--- src/rtl/ysyx_22050612_ifu_fetch.sv ---
// Instruction fetch stage: owns the architectural PC, issues one 8-byte read per
// instruction, and hands {inst, pc} to decode, honouring EXU redirects.
module ysyx_22050612_ifu_fetch #(
    parameter logic [63:0] RESET_PC = 64'h8000_0000
) (
    input  logic        clk,
    input  logic        rst,
    input  logic        redirect_valid,
    input  logic [63:0] redirect_pc,
    output logic        mem_req_valid,
    input  logic        mem_req_ready,
    output logic [63:0] mem_req_addr,
    input  logic        mem_resp_valid,
    input  logic [63:0] mem_resp_data,
    output logic        out_valid,
    input  logic        out_ready,
    output logic [31:0] out_inst,
    output logic [63:0] out_pc
);

    typedef enum logic [1:0] {IDLE, REQ, WAIT, HOLD} state_t;

    state_t      state, state_next;
    logic [63:0] pc, pc_next;
    logic [63:0] req_pc, req_pc_next;
    logic        drop, drop_next;
    logic        valid_next;
    logic [31:0] inst_next;
    logic [63:0] opc_next;

    // Request channel is a pure function of registered state.
    assign mem_req_valid = (state == REQ);
    assign mem_req_addr  = {pc[63:3], 3'b000};

    always_ff @(posedge clk) begin
        if (rst) begin
            state     <= IDLE;
            pc        <= RESET_PC;
            req_pc    <= '0;
            drop      <= 1'b0;
            out_valid <= 1'b0;
            out_inst  <= '0;
            out_pc    <= '0;
        end else begin
            state     <= state_next;
            pc        <= pc_next;
            req_pc    <= req_pc_next;
            drop      <= drop_next;
            out_valid <= valid_next;
            out_inst  <= inst_next;
            out_pc    <= opc_next;
        end
    end

    always_comb begin
        state_next  = state;
        pc_next     = pc;
        req_pc_next = req_pc;
        drop_next   = drop;
        valid_next  = out_valid;
        inst_next   = out_inst;
        opc_next    = out_pc;
        case (state)
            IDLE: state_next = REQ;
            REQ: begin
                if (redirect_valid) pc_next = redirect_pc;
                if (mem_req_ready) begin
                    req_pc_next = pc;
                    state_next  = WAIT;
                    // A request already in flight to the old pc must be discarded.
                    if (redirect_valid) drop_next = 1'b1;
                end
            end
            WAIT: begin
                if (redirect_valid) begin
                    pc_next = redirect_pc;
                    if (mem_resp_valid) begin
                        drop_next  = 1'b0;
                        state_next = REQ;
                    end else begin
                        drop_next = 1'b1;
                    end
                end else if (mem_resp_valid) begin
                    if (drop) begin
                        drop_next  = 1'b0;
                        state_next = REQ;
                    end else begin
                        inst_next  = req_pc[2] ? mem_resp_data[63:32] : mem_resp_data[31:0];
                        opc_next   = req_pc;
                        valid_next = 1'b1;
                        state_next = HOLD;
                    end
                end
            end
            HOLD: begin
                if (redirect_valid) begin
                    pc_next    = redirect_pc;
                    valid_next = 1'b0;
                    state_next = REQ;
                end else if (out_ready) begin
                    pc_next    = out_pc + 64'd4;
                    valid_next = 1'b0;
                    state_next = REQ;
                end
            end
            default: state_next = IDLE;
        endcase
    end

endmodule
--- config.mk ---
export PLATFORM = sky130hd
export DESIGN_NAME = ysyx_22050612_ifu_fetch
export DESIGN_NICKNAME = d
export VERILOG_FILES = /design/src/rtl/ysyx_22050612_ifu_fetch.sv
export SDC_FILE = /design/constraint.sdc
export NUM_CORES = 1
export LEC_CHECK = 0
export CORE_UTILIZATION = 48
export CTS_CLUSTER_SIZE = 30
export DETAILED_ROUTE_END_ITERATION = 10
export GPL_ROUTABILITY_DRIVEN = 0
export MAX_ROUTING_LAYER = met4
export PLACE_DENSITY = 0.81
export SKIP_CTS_REPAIR_TIMING = 1
export SLEW_MARGIN = 20
export SYNTH_ARGS = -nofsm -noshare
export SYNTH_HDL_FRONTEND = slang
export SYNTH_SLANG_ARGS = --single-unit
--- constraint.sdc ---
create_clock -name clk -period 3.1 [get_ports clk]
set_input_delay 0.775 -clock clk [delete_from_list [all_inputs] [get_ports clk]]
set_output_delay 0.775 -clock clk [all_outputs]
set_load 0.02 [all_outputs]
==> metrics <==
crit share post-route=0.848; Synthesis Warnings=0; Die ar.=0.0222 mm2; combinational share of power=0.127; Synth Area in Adders=0.00603; Mapped Area=0.0104 mm2; final setup fails=0; Root Buffer Master=clkbuf_16; setup TNS=0 ns; Routed Antenna Nets=0; pwr/cell area=488 mW/mm2; Placed Cells=1757; Initial Utilization=0.492; Synth Instances=roughly 1300; CTS Sinks=approximately 230; post-synthesis sequential area ratio=0.440; crit path launch type=register; DRT iter0 DRCs=between 700 and 800; CP required=2.32 ns; largest net degree at the start of global routing=122; CTS tree=yes; final hold violations=0; H-tree Lvls=1; Via Count=10096; Area Overhead vs Synth=34.8%; most frequent cells in the layout=nand2_1, clkdlybuf4s50_1, dfxtp_1; wirelength, routed=about 31000 um; DP Wirelength=21100 um; outcome=finished, final reports clean; clock buffer count from CTS=24; Worst Skew=0.00958 ns; sw frac=0.245; Yosys reg bits=228; Worst Setup Path Type=reg -> out; fin crit period=2.63 ns; peak supply drop=just under 0.0003 V; Non-Filler Instances=about 1800; largest family of logic cells by synthesized area=simple AND/OR/NAND/NOR gates; worst setup path start=state[1]; Sequential Power Share=0.456; core area=0.0211 mm2; die height=~150 um; Crit Path Max Fanout=5; first-pass GRT wire length=a little under 50000 um; commonest non-fill, non-tap cell in the layout=nand2_1; num rows=53; Tot Pwr=6.83 mW; Clk pwr share=0.417; Synth Area in Compound Gates=0.163; top_reg_cell synth=dfxtp_1; gr ovfl total=0; DP Area=approximately 0.013 mm2; HP Class=reg -> reg; via density per instance=5.62; GR Util All Layers=0.287; xor/xnor share of the synthesized area=0.0490; Simple-Gate Fraction of Synth Area=0.224; Synth async-reset ratio=0; P_int=between 5 and 6 mW; per-cell routed wire length=17.5 um; CTS max path bufs=3; Slew HR=0.319; Reg clk slew, reported paths=0.06 ns; Worst setup EP type=primary output; initial antenna violation count=0; RSZ-0062 raised after global routing=no; mux contribution to synthesized area=0.0320; num ports=296; Worst Tran Pin Value=1.02 ns; layout cells sized above 1=0.0584; synth unique cells=44; Leakage=4.79 nW; Slew Viols, Final=0; DRT Pass-1 Iters=5; post-route cell area=0.0140 mm2; number of port buffers=292; syn avg cell area=7.90 um2; Post-layout nets=1647; DR DRC count=0; # diodes=0; number of global-route vias before repair=9452; HP Start=req_pc[3]; number of flops mapped to enable cells by yosys=0; Critical R2R Launch=out_pc[7]; NetSw=~1.7 mW; Max Cap Viol=0; clk_lat worst skew=0.51 ns; fmax=between 0.3 and 0.4 GHz; Die Wd=149 um; Worst EP arrival=1.86 ns
==> kinds of logic after synthesis <==
kind of cell    Yosys count
buf+inv                 169
simple gates            523
fa+ha+maj                 5
flops                   228
compound gates          296
mux                      33
other cells               1
xor+xnor                 58
==> cell type report <==
cell class,instances,area [um2]
fill,1763,7100
multi-input combinational,918,4970
sequential,228,4570
timing repair buffer,327,3290
clock buffer,36,737
tap,275,344
clock inverter,5,50.0
inverter,9,33.8
==> Yosys cell counts, types with 2 or more instances <==
| cell type | n | area share |
|---|---|---|
| a211oi_1 | 39 | 0.028 |
| xor2_1 | 42 | 0.035 |
| o21ai_0 | 21 | 0.010 |
| a32oi_1 | 3 | 0.0025 |
| inv_1 | 9 | 0.0033 |
| nor4_1 | 5 | 0.0030 |
| nor4_4 | 2 | 0.0041 |
| nor3_1 | 7 | 0.0034 |
| and2_1 | 5 | 0.0030 |
| a21o_1 | 3 | 0.0022 |
| buf_2 | 3 | 0.0014 |
| o22ai_1 | 30 | 0.018 |
| nor3b_1 | 3 | 0.0022 |
| a31oi_1 | 3 | 0.0018 |
| a311oi_1 | 4 | 0.0034 |
| xnor2_1 | 16 | 0.014 |
| and4_1 | 6 | 0.0051 |
| ha_1 | 5 | 0.0060 |
| nor2_1 | 83 | 0.030 |
| nand4_1 | 26 | 0.016 |
| and3_1 | 43 | 0.026 |
| buf_4 | 65 | 0.047 |
| buf_1 | 4 | 0.0014 |
| clkbuf_1 | 87 | 0.031 |
| nand2_1 | 303 | 0.11 |
| dfxtp_1 | 228 | 0.44 |
| a21oi_1 | 183 | 0.088 |
| nand3_1 | 34 | 0.016 |
| mux2i_1 | 32 | 0.031 |
| a221oi_1 | 4 | 0.0034 |
| o211ai_1 | 2 | 0.0014 |
==> flip-flops by register name, indices dropped and copies added, names as in the netlist <==
name	flops
drop	1
req_pc	64
state	2
out_valid	1
out_inst	32
pc	64
out_pc	64
==> critical path: stages, from the launching register on <==
cell             delay, ns
dfxtp_1               0.34
inv_1                 0.09
ha_1                  0.25
clkdlybuf4s50_1       0.67
==> worst paths after layout <==
check / slack, ns / to / cells past startpoint
worst max register to register: 0.48 / pc[37] / 7
worst max-delay path: 0.47 / mem_req_valid / 3
worst min-delay path: 0.45 / out_pc[3] / 2
worst min register to register: 0.45 / out_pc[3] / 2
==> power by group through the flow <==
stage / clock network [mW] / registers (mW) / logic [mW]
6_report: 2.85 / 3.11 / 0.869
5_1_grt: 3.02 / 3.12 / 0.933
4_1_cts: 2.88 / 3.11 / 0.870
3_5_place_dp: 0 / 3.17 / 0.863
3_3_place_gp: 0 / 3.17 / 0.850
2_1_floorplan: 0 / 3.15 / 0.525
==> metal layers <==
layer | part of all wire | GRT usage | vias to the layer above | wire length, um
li1 | - | - | 4822 | -
met1 | 0.41 | 0.368 | 4731 | 12900
met2 | 0.48 | 0.468 | 475 | 15000
met3 | 0.092 | 0.0413 | 68 | 2890
met4 | 0.024 | 0.0837 | 0 | 750
met5 | 0 | - | - | 0
==> stage by stage <==
step / util / hold slack [ns] / worst slack, ns
after floorplan: - / 0.432 / 0.685
after global placement: 0.626 / 0.430 / 0.467
after detailed placement: 0.626 / 0.443 / 0.361
after CTS: 0.663 / 0.452 / 0.436
after global routing: 0.663 / 0.459 / 0.361
final: 0.663 / 0.451 / 0.470
No activity file was read; power rests on OpenSTA's default activity.
